## config.mk

```make
export PLATFORM = sky130hd
export DESIGN_NAME = aes_wb_frontend
export DESIGN_NICKNAME = d
export VERILOG_FILES = /design/src/rtl/aes_pkg.sv /design/src/rtl/aes_wb_ctrl_fsm.sv /design/src/rtl/aes_wb_frontend.sv
export SDC_FILE = /design/constraint.sdc
export NUM_CORES = 1
export LEC_CHECK = 0
export CORE_ASPECT_RATIO = 1.1
export CORE_MARGIN = 2
export CORE_UTILIZATION = 50
export CTS_CLUSTER_DIAMETER = 40
export DETAILED_ROUTE_END_ITERATION = 7
export GPL_TIMING_DRIVEN = 0
export PLACE_DENSITY = 0.81
export SLEW_MARGIN = 0
export SYNTH_ARGS = -nofsm -noshare
export SYNTH_HDL_FRONTEND = slang
export SYNTH_HIERARCHICAL = 1
export SYNTH_SLANG_ARGS = --single-unit
```

## constraint.sdc

```tcl
create_clock -name clock -period 6.9 [get_ports clock]
set_input_delay 2.07 -clock clock [delete_from_list [all_inputs] [get_ports clock]]
set_output_delay 2.07 -clock clock [all_outputs]
set_load 0.01 [all_outputs]
```

## src/rtl/aes_pkg.sv

```systemverilog
// AES Wishbone front-end shared definitions.
// Register map, CTRL/STATUS bit positions and FSM states.
package aes_pkg;

  localparam logic [7:0] OFF_KEY0   = 8'h00;
  localparam logic [7:0] OFF_DIN0   = 8'h10;
  localparam logic [7:0] OFF_DOUT0  = 8'h20;
  localparam logic [7:0] OFF_CTRL   = 8'h30;
  localparam logic [7:0] OFF_STATUS = 8'h34;

  localparam int CTRL_START   = 0;
  localparam int CTRL_DECRYPT = 1;
  localparam int CTRL_IRQ_EN  = 2;

  localparam int STAT_BUSY    = 0;
  localparam int STAT_DONE    = 1;
  localparam int STAT_TIMEOUT = 2;

  typedef enum logic [1:0] {
    S_IDLE,
    S_LAUNCH,
    S_WAIT,
    S_DONE
  } fsm_state_e;

  function automatic logic [31:0] be_merge(
    input logic [31:0] old_w,
    input logic [31:0] new_w,
    input logic [3:0]  sel
  );
    logic [31:0] r;
    r = old_w;
    for (int b = 0; b < 4; b++) begin
      if (sel[b]) r[8*b +: 8] = new_w[8*b +: 8];
    end
    return r;
  endfunction

endpackage

```

## src/rtl/aes_wb_ctrl_fsm.sv

```systemverilog
// AES operation sequencer: launch, wait, completion.
// Owns the core watchdog and the busy/done/timeout flags.
module aes_wb_ctrl_fsm
  import aes_pkg::*;
#(
  parameter logic [15:0] CORE_TIMEOUT = 16'd1024
) (
  input  logic clock,
  input  logic reset,
  input  logic start_req,
  input  logic status_rd,
  input  logic core_done,
  output logic busy,
  output logic done,
  output logic timeout,
  output logic core_start,
  output logic dout_load
);

  fsm_state_e  state_q;
  logic [15:0] cnt_q;

  assign dout_load = (state_q == S_WAIT) && core_done;

  // Sequencer with registered flags and launch pulse
  always_ff @(posedge clock) begin
    if (!reset) begin
      state_q    <= S_IDLE;
      cnt_q      <= '0;
      busy       <= 1'b0;
      done       <= 1'b0;
      timeout    <= 1'b0;
      core_start <= 1'b0;
    end else begin
      core_start <= 1'b0;
      unique case (state_q)
        S_IDLE: begin
          if (start_req) begin
            state_q    <= S_LAUNCH;
            busy       <= 1'b1;
            done       <= 1'b0;
            timeout    <= 1'b0;
            core_start <= 1'b1;
          end
        end
        S_LAUNCH: begin
          state_q <= S_WAIT;
          cnt_q   <= '0;
        end
        S_WAIT: begin
          if (core_done) begin
            state_q <= S_DONE;
            busy    <= 1'b0;
            done    <= 1'b1;
          end else if (cnt_q == CORE_TIMEOUT - 16'd1) begin
            state_q <= S_IDLE;
            busy    <= 1'b0;
            timeout <= 1'b1;
          end else begin
            cnt_q <= cnt_q + 16'd1;
          end
        end
        S_DONE: begin
          if (start_req) begin
            state_q    <= S_LAUNCH;
            busy       <= 1'b1;
            done       <= 1'b0;
            timeout    <= 1'b0;
            core_start <= 1'b1;
          end else if (status_rd) begin
            state_q <= S_IDLE;
            done    <= 1'b0;
          end
        end
        default: state_q <= S_IDLE;
      endcase
    end
  end

endmodule

```

## src/rtl/aes_wb_frontend.sv

```systemverilog
// Wishbone register front-end for an AES core.
// Optional IRQ output enabled by AES_WB_IRQ_EN.
module aes_wb_frontend
  import aes_pkg::*;
#(
  parameter logic [31:0] BASE_ADDR    = 32'h3000_0000,
  parameter logic [15:0] CORE_TIMEOUT = 16'd1024
) (
  input  logic         clock,
  input  logic         reset,
  input  logic         io_wbs_cyc_i,
  input  logic         io_wbs_stb_i,
  input  logic         io_wbs_we_i,
  input  logic [3:0]   io_wbs_sel_i,
  input  logic [31:0]  io_wbs_adr_i,
  input  logic [31:0]  io_wbs_dat_i,
  output logic         io_wbs_ack_o,
  output logic [31:0]  io_wbs_dat_o,
  output logic         core_start,
  output logic         core_decrypt,
  output logic [127:0] core_key,
  output logic [127:0] core_din,
  input  logic         core_done,
  input  logic [127:0] core_dout
`ifdef AES_WB_IRQ_EN
  ,
  output logic         irq
`endif
);

  logic [31:0] key_q  [4];
  logic [31:0] din_q  [4];
  logic [31:0] dout_q [4];
  logic        dec_q;
  logic        ack_q;
  logic [31:0] dat_q;

  logic        busy;
  logic        done;
  logic        timeout;
  logic        dout_load;

  logic        sel_hit;
  logic        accept;
  logic        wr_req;
  logic        rd_req;
  logic        wr_ok;
  logic [7:0]  off;
  logic [1:0]  widx;
  logic        aligned;
  logic        hit_key;
  logic        hit_din;
  logic        hit_dout;
  logic        hit_ctrl;
  logic        hit_stat;
  logic        start_req;
  logic        status_rd;
  logic [31:0] ctrl_word;
  logic [31:0] stat_word;
  logic [31:0] rd_data;

  assign sel_hit = io_wbs_cyc_i && io_wbs_stb_i
                && (io_wbs_adr_i[31:8] == BASE_ADDR[31:8]);
  assign accept  = sel_hit && !ack_q;
  assign wr_req  = accept && io_wbs_we_i;
  assign rd_req  = accept && !io_wbs_we_i;
  assign wr_ok   = wr_req && !busy;

  assign off      = io_wbs_adr_i[7:0];
  assign widx     = off[3:2];
  assign aligned  = (off[1:0] == 2'b00);
  assign hit_key  = aligned && (off[7:4] == OFF_KEY0[7:4]);
  assign hit_din  = aligned && (off[7:4] == OFF_DIN0[7:4]);
  assign hit_dout = aligned && (off[7:4] == OFF_DOUT0[7:4]);
  assign hit_ctrl = (off == OFF_CTRL);
  assign hit_stat = (off == OFF_STATUS);

  assign start_req = wr_ok && hit_ctrl && io_wbs_sel_i[0]
                  && io_wbs_dat_i[CTRL_START];
  assign status_rd = rd_req && hit_stat;

  assign io_wbs_ack_o = ack_q;
  assign io_wbs_dat_o = dat_q;

  assign core_key = {key_q[0], key_q[1], key_q[2], key_q[3]};
  assign core_din = {din_q[0], din_q[1], din_q[2], din_q[3]};
  assign core_decrypt = dec_q;

  aes_wb_ctrl_fsm #(
    .CORE_TIMEOUT(CORE_TIMEOUT)
  ) u_fsm (
    .clock     (clock),
    .reset     (reset),
    .start_req (start_req),
    .status_rd (status_rd),
    .core_done (core_done),
    .busy      (busy),
    .done      (done),
    .timeout   (timeout),
    .core_start(core_start),
    .dout_load (dout_load)
  );

`ifdef AES_WB_IRQ_EN
  logic irq_en_q;

  assign irq = done && irq_en_q;

  // Interrupt enable bit, locked while an operation runs
  always_ff @(posedge clock) begin
    if (!reset) begin
      irq_en_q <= 1'b0;
    end else if (wr_ok && hit_ctrl && io_wbs_sel_i[0]) begin
      irq_en_q <= io_wbs_dat_i[CTRL_IRQ_EN];
    end
  end
`endif

  // CTRL and STATUS read images
  always_comb begin
    ctrl_word = '0;
    stat_word = '0;
    ctrl_word[CTRL_DECRYPT] = dec_q;
`ifdef AES_WB_IRQ_EN
    ctrl_word[CTRL_IRQ_EN] = irq_en_q;
`endif
    stat_word[STAT_BUSY]    = busy;
    stat_word[STAT_DONE]    = done;
    stat_word[STAT_TIMEOUT] = timeout;
  end

  // Read mux; unmapped offsets read as zero
  always_comb begin
    rd_data = '0;
    unique case (1'b1)
      hit_key:  rd_data = key_q[widx];
      hit_din:  rd_data = din_q[widx];
      hit_dout: rd_data = dout_q[widx];
      hit_ctrl: rd_data = ctrl_word;
      hit_stat: rd_data = stat_word;
      default:  rd_data = '0;
    endcase
  end

  // Host-visible registers and result capture
  always_ff @(posedge clock) begin
    if (!reset) begin
      for (int i = 0; i < 4; i++) begin
        key_q[i]  <= '0;
        din_q[i]  <= '0;
        dout_q[i] <= '0;
      end
      dec_q <= 1'b0;
    end else begin
      if (wr_ok && hit_key) begin
        key_q[widx] <= be_merge(key_q[widx], io_wbs_dat_i, io_wbs_sel_i);
      end
      if (wr_ok && hit_din) begin
        din_q[widx] <= be_merge(din_q[widx], io_wbs_dat_i, io_wbs_sel_i);
      end
      if (wr_ok && hit_ctrl && io_wbs_sel_i[0]) begin
        dec_q <= io_wbs_dat_i[CTRL_DECRYPT];
      end
      if (dout_load) begin
        for (int i = 0; i < 4; i++) begin
          dout_q[i] <= core_dout[127-32*i -: 32];
        end
      end
    end
  end

  // Single-cycle ack with data only in the ack cycle
  always_ff @(posedge clock) begin
    if (!reset) begin
      ack_q <= 1'b0;
      dat_q <= '0;
    end else begin
      ack_q <= accept;
      dat_q <= rd_req ? rd_data : '0;
    end
  end

endmodule

```

==> results.yml, run 1 <==
run_status:
  status: "finished clean"
layout:
  area_growth_pct: 38.5
  final_common_cell: "clkdlybuf4s50_1"
  design_area_um2: 27200
  layout.nets: 2133
  drive_above_1_share_pct: 11.4
  final_cell_mix: "clkdlybuf4s50_1, edfxtp_1, nor3_1"
routing:
  avgViaCountPerCell: 6.25
  wirelength_um: 70900
  drc_errors: 0
  wl_per_cell_um: 28.7
  dr.pass1.iters: 5
  drt_iter0_markers: 1485
  ant_nets: 0
  vias: 15464
logic_synthesis:
  synthFlopType: "edfxtp_1"
  yosysUniqueCellTypes: 49
  synth_edf_count: 384
  netlist_instances: 1375
  seq_area_frac_synth_pct: 64.5
  ys_warn_count: 6
  syn_area_um2: 19600
  synth_nets: 1583
  ys_ff_latch: 440
  avgSynthCellArea_um2: 14.3
  async_reset_ff_share_pct: 0
cts:
  clkSlewWorstSetupHoldPaths_ns: 0.06
  cts-root-buf: "clkbuf_16"
  cts_buffer_depth: 3
  cts_max_level: 2
  clk_latency_ns: 0.58
  cts_tree: "yes"
  cts_sinks: 440
  post_cts_buffers: 0
  cts_buffers: 48
  cts_resized: 0
  cts_hold_buf: 0
setup_path:
  crit_path_end: "key_q[3][21]$_DFFE_PP_"
  required_ns: 7.18
  path_class: "primary input to register"
  crit_chain: "clkdlybuf4s50_1 -> nor4_1 -> and4_1 -> clkbuf_1 -> nand3_1 -> o31ai_4 -> buf_16 -> buf_16"
  arrival_ns: 5.74
  reg2reg_to: "key_q[3][21]$_DFFE_PP_"
  cp_common_cell: "buf_16"
  cp_max_fo: 12
  startpoint: "io_wbs_adr_i[11]"
  cp_slowest_stage_delay_ns: 0.93
  reg2reg_depth: 7
  worst_path_max_delay_cell: "o31ai_4"
  rrSetupSlack_ns: 3.68
  cp-start-kind: "primary input"
  reg2reg_from: "io_wbs_ack_o$_SDFF_PN0_"
  cp-end-kind: "register"
floorplan:
  die_area_um2: 40800
  rows: 76
  coreArea_um2: 38900
  boundaryPins: 493
  die_width_um: 193
  die-height_um: 212
  start_util_pct: 50.4
placed_design:
  io_buffer_count: 487
  routabilityCongestion: 0.972
  dp_hpwl_um: 54500
  place_area_um2: 25600
sta:
  worst_slew_pin_slew_ns: 1.24
  timing.fmax_ghz: 0.183
  slew_violations: 0
  period_share_pct: 79.1
  tns_ns: 0
  clock_skew_ns: 0.0189
  fin_crit_ns: 5.46
  final-setup-viol-count: 0
  relSlewSlack_pct: 17.0
  rsz0062_at_grt: "false"
  fin_hold_ws_ns: 0.490
  hold_viol: 0
grt:
  antenna_found_initial: 3
  grt_pass1_vias: 15656
  grt-ovfl-total: 0
  track_usage_pct: 34.6
  grt_max_degree: 74
  grt_pass1_wl_um: 100000
run:
  drv_cap: 0
power:
  power.leakage_uw: 0.00983
  total_power_uw: 6290
  ir_drop_mv: 0.174
  power_density_nw_per_um2: 232
hold_path:
  min_path_type: "register to register"
==> registers in the layout (all words and copies together), names as in the netlist <==
signal,cells
core_decrypt,1
key_q,128
io_wbs_ack_o,1
u_fsm/core_start,1
u_fsm/busy,1
u_fsm/done,1
u_fsm/cnt_q,16
din_q,128
io_wbs_dat_o,32
u_fsm/state_q,2
dout_q,128
u_fsm/timeout,1
==> critical path: cells and delay by family <==
family / cells / cell delay, ns
AOI/OAI and AO/OA: 1 / 0.93
and+or+nand+nor: 3 / 1.41
buffers and inverters: 4 / 1.29
==> where the power goes <==
| group | switching, µW | leakage, µW | internal, µW |
|---|---|---|---|
| sequential | 48.9 | 0.00441 | 2970 |
| combinational | 388 | 0.00465 | 345 |
| clock | 1110 | 0.000770 | 1420 |
| total | 1550 | 0.00983 | 4740 |
==> synth_stat cells, types with 2 or more instances <==
cell type  count  area (µm²)
edfxtp_1     384       11500
nor3_1       194         971
and3_1       131         820
nor2_1       114         428
clkbuf_1     102         383
mux4_2        96        2160
mux2i_1       66         661
dfxtp_1       56        1120
a21oi_1       49         245
a22o_1        30         263
nand2_1       20        75.1
buf_2         16        80.1
nand3_1        9        45.0
nand4_1        9        56.3
o21ai_0        9        45.0
a22oi_1        7        52.6
inv_1          7        26.3
ha_1           6        75.1
nand2b_1       6        37.5
nor2b_1        6        37.5
nor4_1         6        37.5
xor2_1         6        52.6
o31ai_1        5        37.5
a31oi_1        4        25.0
buf_1          4        15.0
and4_1         3        26.3
or4_1          3        22.5
a211oi_1       2        15.0
a41oi_1        2        17.5
and2_1         2        12.5
nor4_4         2        42.5
o21a_1         2        15.0
==> worst min path at each step <==
stage	start	endpoint	slack, ns	cells past startpoint
finish	u_fsm/timeout$_SDFFE_PN0P_	u_fsm/timeout$_SDFFE_PN0P_	0.49	2
global route	u_fsm/timeout$_SDFFE_PN0P_	u_fsm/timeout$_SDFFE_PN0P_	0.53	2
CTS	u_fsm/timeout$_SDFFE_PN0P_	u_fsm/timeout$_SDFFE_PN0P_	0.49	2
detailed placement	u_fsm/timeout$_SDFFE_PN0P_	u_fsm/timeout$_SDFFE_PN0P_	0.48	2
global placement	u_fsm/timeout$_SDFFE_PN0P_	u_fsm/timeout$_SDFFE_PN0P_	0.46	2
floorplan	u_fsm/timeout$_SDFFE_PN0P_	u_fsm/timeout$_SDFFE_PN0P_	0.44	2
==> per-layer routing <==
metal / GRT usage [%] / vias to the layer above / part of all wire [%]
met5: 0 / - / 0.030
met4: 15.6 / 4 / 5.0
met3: 8.39 / 206 / 11
met2: 58.6 / 1200 / 49
met1: 41.9 / 7553 / 35
li1: - / 6501 / -
==> layout make-up <==
class,instances,area (µm²)
antenna,1,2.50
buffer,122,478
clock buffer,61,1280
clock inverter,29,287
fill,2684,11700
inverter,7,26.3
multi-input combinational,806,6570
sequential,440,12700
tap,507,634
timing repair buffer,500,5230
==> kinds of logic (layout without fill, tap and decap cells) <==
logic type,Yosys count,after routing,synth area share [%]
flip-flops,440,440,64.5
other,0,1,0
AO/OA/AOI/OAI,115,115,4.03
multiplexers,162,162,14.4
XOR/XNOR,6,6,0.268
buffers and inverters,129,719,2.57
adder cells (fa/ha/maj),6,6,0.383
AND/OR/NAND/NOR,517,517,13.9
==> through the flow <==
| step | utilization [%] | instances | setup slack (ns) |
|---|---|---|---|
| after global routing | 69.8 | 2473 | 1.38 |
| after floorplan | - | 1375 | 0.630 |
| after detailed placement | 65.8 | 2382 | 0.909 |
| after global placement | 64.6 | 2369 | -2.68 |
| after CTS | 69.8 | 2472 | 1.50 |
| final | 69.8 | 2473 | 1.44 |
Note: power is estimated with default switching activity, not from simulation.
==> run 2: changes to the inputs <==
==> constraint.sdc (replaced) <==
create_clock -name clock -period 5.2 [get_ports clock]
set_input_delay 1.56 -clock clock [delete_from_list [all_inputs] [get_ports clock]]
set_output_delay 1.56 -clock clock [all_outputs]
set_load 0.01 [all_outputs]
==> run 2 against run 1 <==
  * Cell count grew 0.28%
  * Non-clock buffer count grew 1
  * Count of clock-buffer cells in the layout grew 2
  * First-iteration DRC count grew 15%
==> results.yml, run 2 (synthesis gave the netlist of run 1 again) <==
routing:
  drc_errors: 0
  wl_met1_um: 25100
  drt_iter0_markers: 1709
  wirelength_um: 71300
  wl_met3_um: 7580
  dr_wl_met2_um: 35300
  top_layer_used: "met5"
  ant_nets: 0
  avgViaCountPerCell: 6.22
  dr.pass1.iters: 5
  vias: 15434
  wl_per_cell_um: 28.8
power:
  ir_drop_mv: 0.283
  power.leakage_uw: 0.00992
  power_density_nw_per_um2: 319
  total_power_uw: 8720
layout:
  layout.nets: 2136
  drive_above_1_share_pct: 11.7
  design_area_um2: 27400
  largestRegisters: "din_q (128), dout_q (128), key_q (128)"
  seq_area_um2: 12700
  fillers: 2656
  final_cells: 2480
  area_growth_pct: 39.5
  final_cell_mix: "clkdlybuf4s50_1, edfxtp_1, nor3_1"
  final_common_cell: "clkdlybuf4s50_1"
  multi_input_area_um2: 6570
run_status:
  status: "finished clean"
setup_path:
  worst_path_max_delay_cell: "o31ai_4"
  cp_max_fo: 12
  cp_slowest_stage_delay_ns: 0.92
  cp-end-kind: "register"
  cp-start-kind: "primary input"
  cp_common_cell: "buf_16"
  rrSetupSlack_ns: 1.92
  reg2reg_from: "io_wbs_ack_o$_SDFF_PN0_"
  reg2reg_to: "key_q[3][21]$_DFFE_PP_"
  path_class: "primary input to register"
  arrival_ns: 5.04
  crit_chain: "clkdlybuf4s50_1 -> or4_1 -> nor4_4 -> nand3_1 -> o31ai_4 -> buf_16 -> buf_16"
  reg2reg_depth: 7
  required_ns: 5.49
hold_path:
  min_path_type: "register to register"
  holdPathStages: 2
  worstHoldEndpoint: "u_fsm/timeout$_SDFFE_PN0P_"
  hold_start: "u_fsm/timeout$_SDFFE_PN0P_"
floorplan:
  die_width_um: 193
  boundaryPins: 493
  die-height_um: 212
  die_area_um2: 40800
  coreArea_um2: 38900
  start_util_pct: 50.4
  rows: 76
grt:
  antenna_found_initial: 5
  grt-ovfl-total: 0
  track_usage_pct: 34.8
  grt_pass1_wl_um: 101000
  grt_max_degree: 69
  grt_pass1_vias: 15488
cts:
  cts_buffers: 50
  cts-root-buf: "clkbuf_16"
  cts_buffer_depth: 3
  post_cts_buffers: 0
  cts_resized: 0
  cts_hold_buf: 0
  clkSlewWorstSetupHoldPaths_ns: 0.06
  cts_tree: "yes"
  cts_max_level: 2
  cts_sinks: 440
  clk_latency_ns: 0.58
placed_design:
  place_area_um2: 25600
  dp.cells: 2383
  dp_hpwl_um: 54200
  routabilityCongestion: 0.955
  io_buffer_count: 487
sta:
  rsz0062_at_grt: "false"
  slew_violations: 0
  relSlewSlack_pct: 21.9
  fin_crit_ns: 4.76
  hold_viol: 0
  final-setup-viol-count: 0
  timing.fmax_ghz: 0.210
  period_share_pct: 91.5
  worst_slew_pin_slew_ns: 1.17
  clock_skew_ns: 0.0168
run:
  drv_cap: 0
run 2: cell types whose count changed in the layout (fill, tap and decap cells not counted), moves of 2 or more:
cell,previous run,this run
diode_2,1,6
clkbuf_16,48,53
buf_16,13,11
clkinv_8,3,1
inv_6,7,2
bufinv_16,2,7
clkbuf_1,112,108
buf_8,0,2
clkinvlp_4,1,3
run 2: routing by layer:
| layer | track usage, % | vias up |
|---|---|---|
| met5 | 0 | - |
| met4 | 16.1 | 2 |
| met3 | 8.14 | 186 |
| met2 | 58.8 | 1105 |
| met1 | 42.3 | 7621 |
| li1 | - | 6520 |
run 2: through the flow:
step	TNS [ns]	utilization, %	setup slack, ns	hold WS, ns
global route	0	70.3	0.320	0.495
detailed placement	-2.63	65.8	-0.0846	0.463
CTS	0	70.3	0.517	0.469
global placement	-634.49	64.6	-3.55	0.463
floorplan	-53.64	-	-0.560	0.440
finish	0	70.4	0.444	0.474
run 2: worst max path at each step:
stage	start	end	slack [ns]	cells past startpoint
finish	io_wbs_adr_i[23]	key_q[3][21]$_DFFE_PP_	0.44	7
global route	io_wbs_adr_i[18]	key_q[3][21]$_DFFE_PP_	0.32	7
CTS	io_wbs_adr_i[23]	key_q[3][21]$_DFFE_PP_	0.52	7
detailed placement	io_wbs_adr_i[23]	din_q[1][17]$_SDFFCE_PN0P_	-0.08	7
global placement	io_wbs_adr_i[23]	din_q[1][17]$_SDFFCE_PN0P_	-3.55	6
floorplan	io_wbs_adr_i[18]	din_q[0][0]$_SDFFCE_PN0P_	-0.56	5
run 2: final cells by class:
type | count | area share, %
inverters | 7 | 0.0960
multi-input cells | 806 | 24.0
diodes | 6 | 0.0549
well taps | 507 | 2.32
plain buffers | 122 | 1.75
flip-flops and latches | 440 | 46.2
clock buffers | 63 | 5.13
clock inverters | 28 | 1.32
repair buffers | 501 | 19.1
run 2: where the power goes:
part | internal [µW] | total, µW | switching, µW
logic | 458 | 968 | 511
clock network | 2270 | 3750 | 1470
registers | 3950 | 4010 | 65.4
run 2: worst max-delay path: cells and delay by family:
| kind | cells | cell delay [ns] |
|---|---|---|
| simple gates | 3 | 1.70 |
| compound gates | 1 | 0.92 |
| buf+inv | 3 | 0.84 |
==> run 3: changes to the inputs <==
--- a/config.mk
+++ b/config.mk
@@ -11,9 +11,9 @@
 export CTS_CLUSTER_DIAMETER = 40
 export DETAILED_ROUTE_END_ITERATION = 7
 export GPL_TIMING_DRIVEN = 0
+export HOLD_SLACK_MARGIN = 0.1
 export PLACE_DENSITY = 0.81
 export SLEW_MARGIN = 0
 export SYNTH_ARGS = -nofsm -noshare
 export SYNTH_HDL_FRONTEND = slang
-export SYNTH_HIERARCHICAL = 1
 export SYNTH_SLANG_ARGS = --single-unit
==> run 3 against run 2 <==
  * Critical path depth is 3 higher
  * Register-to-register slack is essentially flat
  * Die area up 0.25%
  * Clock power increased by 3%
  * Flip-flop and latch count unchanged
  * Synthesized area grew 0.26%
  * Largest power group unchanged
==> results.yml, run 3 <==
logic_synthesis:
  synthDominantCellAreaShare_pct: 58.6
  ys_warn_count: 0
  synthFlopType: "edfxtp_1"
  netlist_top_cells_count: "edfxtp_1, nor2_1, and2_1, mux2i_1, mux4_2"
  yosysMostFrequentCell: "edfxtp_1"
  synth-adder-area-share_pct: 0.382
  async_reset_ff_share_pct: 0
  ys_top_cells_by_area: "edfxtp_1, mux4_2, dfxtp_1, nor2_1, mux2i_1"
  ys_ff_latch: 440
  seq_area_frac_synth_pct: 64.3
  synth_nets: 1596
  synthMuxAreaShare_pct: 16.1
  avgSynthCellArea_um2: 14.2
  syn_area_um2: 19700
  synthSimpleGateAreaFrac_pct: 14.0
  netlist_instances: 1388
  synth_top_family_by_area: "multiplexers"
  yosysTopAreaCell: "edfxtp_1"
  synth-xor-area-share_pct: 0.267
  yosysUniqueCellTypes: 51
  synth_compound_area_share_pct: 2.59
  synth_edf_count: 384
cts:
  clk_latency_ns: 0.58
  post_cts_buffers: 0
  cts_resized: 0
  cts_max_level: 2
  cts_buffer_depth: 3
  cts_buffers: 53
  cts_hold_buf: 0
  cts-root-buf: "clkbuf_16"
  clkSlewWorstSetupHoldPaths_ns: 0.06
  cts_tree: "yes"
  cts_sinks: 440
layout:
  largestRegisters: "din_q (128), dout_q (128), key_q (128)"
  drive_above_1_share_pct: 14.2
  area_growth_pct: 38.8
  final_core_util_pct: 70.0
  fillers: 2710
  design_area_um2: 27300
  final_cell_mix: "clkdlybuf4s50_1, edfxtp_1, nor2_1"
  layout.nets: 2144
  final_cells: 2491
  final_common_cell: "clkdlybuf4s50_1"
setup_path:
  cp_max_fo: 18
  required_ns: 5.47
  cp-start-kind: "primary input"
  path_class: "primary input to register"
  cp-end-kind: "register"
  arrival_ns: 5.29
  startpoint: "reset"
  reg2reg_from: "io_wbs_ack_o$_SDFF_PN0_"
routing:
  wl_per_cell_um: 26.4
  wl_met1_um: 24600
  drc_errors: 0
  wirelength_um: 65600
  avgViaCountPerCell: 5.83
  drt_iter0_markers: 1454
  wl_met3_um: 6390
  top_layer_used: "met4"
  vias: 14518
  dr_wl_met2_um: 32000
  dr.pass1.iters: 5
  ant_nets: 0
power:
  ir_drop_mv: 0.277
  power_density_nw_per_um2: 321
  power.leakage_uw: 0.00975
run_status:
  status: "finished clean"
sta:
  clock_skew_ns: 0.0174
  slew_violations: 0
  timing.fmax_ghz: 0.199
  final-setup-viol-count: 0
  period_share_pct: 96.5
  worst_slew_pin_slew_ns: 1.25
  rsz0062_at_grt: "false"
  hold_viol: 0
  relSlewSlack_pct: 16.5
  fin_crit_ns: 5.02
grt:
  grt_pass1_vias: 14246
  antenna_found_initial: 5
  track_usage_pct: 31.7
  grt_pass1_wl_um: 92900
  grt-ovfl-total: 0
  grt_max_degree: 129
hold_path:
  min_path_type: "register to register"
  hold_start: "u_fsm.cnt_q[15]$_SDFFE_PN0P_"
floorplan:
  die_width_um: 193
  rows: 76
  start_util_pct: 50.4
  coreArea_um2: 39000
  die_area_um2: 40900
  boundaryPins: 493
  die-height_um: 212
placed_design:
  dp.cells: 2388
  routabilityCongestion: 0.915
  dp_hpwl_um: 49100
  place_area_um2: 25400
  io_buffer_count: 485
run:
  drv_cap: 0
run 3: cell count changes after synthesis, sizes merged, moves of 6 or more:
| cell | delta |
|---|---|
| or2 | +6 |
| and3 | -126 |
| buf | +12 |
| a21oi | -12 |
| clkbuf | -42 |
| and2 | +128 |
| a22oi | -7 |
| nor2 | +215 |
| mux2i | +32 |
| a22o | -29 |
| nor3 | -188 |
| or4 | +6 |
run 3: logic make-up (layout without fill, tap and decap cells):
logic type	Yosys count	after routing
multiplexers	195	195
adder cells (fa/ha/maj)	6	6
flip-flops	440	440
AO/OA/AOI/OAI	82	82
buffers and inverters	102	693
XOR/XNOR	6	6
AND/OR/NAND/NOR	557	557
other	0	5
run 3: area by class of cell:
type / instances / area (µm²) / share of cell area, %
Sequential cell: 440 / 12700 / 46.4
Multi-Input combinational cell: 846 / 6660 / 24.4
Timing Repair Buffer: 493 / 5040 / 18.5
Clock buffer: 62 / 1410 / 5.18
Tap cell: 507 / 634 / 2.32
Clock inverter: 36 / 434 / 1.59
Buffer: 92 / 412 / 1.51
Inverter: 10 / 37.5 / 0.138
Antenna cell: 5 / 12.5 / 0.0458
run 3: path summary, 6_finish.rpt:
kind / to / slack, ns / depth (start not counted)
setup / recovery: key_q[0][26]$_SDFFCE_PN0P_ / 0.18 / 10
hold / removal: u_fsm.cnt_q[15]$_SDFFE_PN0P_ / 0.48 / 2
setup reg to reg: key_q[0][26]$_SDFFCE_PN0P_ / 1.91 / 9
hold reg to reg: u_fsm.cnt_q[15]$_SDFFE_PN0P_ / 0.48 / 2
run 3: power breakdown:
part | internal, µW | switching (µW) | total, µW
Clock | 2360 | 1510 | 3870
Combinational | 428 | 449 | 877
Sequential | 3950 | 60.9 | 4010
Total | 6740 | 2020 | 8760
run 3: stage by stage:
step / TNS, ns / hold WS [ns] / setup WS [ns] / total power (µW)
floorplan: -18.36 / 0.438 / -0.287 / 4440
global placement: -456.78 / 0.462 / -3.35 / 4920
detailed placement: -8.26 / 0.469 / -0.339 / 4940
CTS: 0 / 0.478 / 0.247 / 8770
global route: 0 / 0.500 / 0.170 / 8940
finish: 0 / 0.476 / 0.184 / 8760
run 3: layer usage:
metal	vias up	GRT usage (%)
li1	6222	-
met1	7198	41.9
met2	954	51.6
met3	144	6.54
met4	0	12.6
met5	-	0
run 3: worst max-delay path, cell delays in order:
cell and delay [ns]:
clkbuf_1 0.41, clkinv_1 0.49, or4_4 0.68, or4_1 0.54, buf_2 0.21, nand2b_1 0.16, clkbuf_1 0.23, buf_2 0.29
nand2_2 0.45, buf_16 0.24
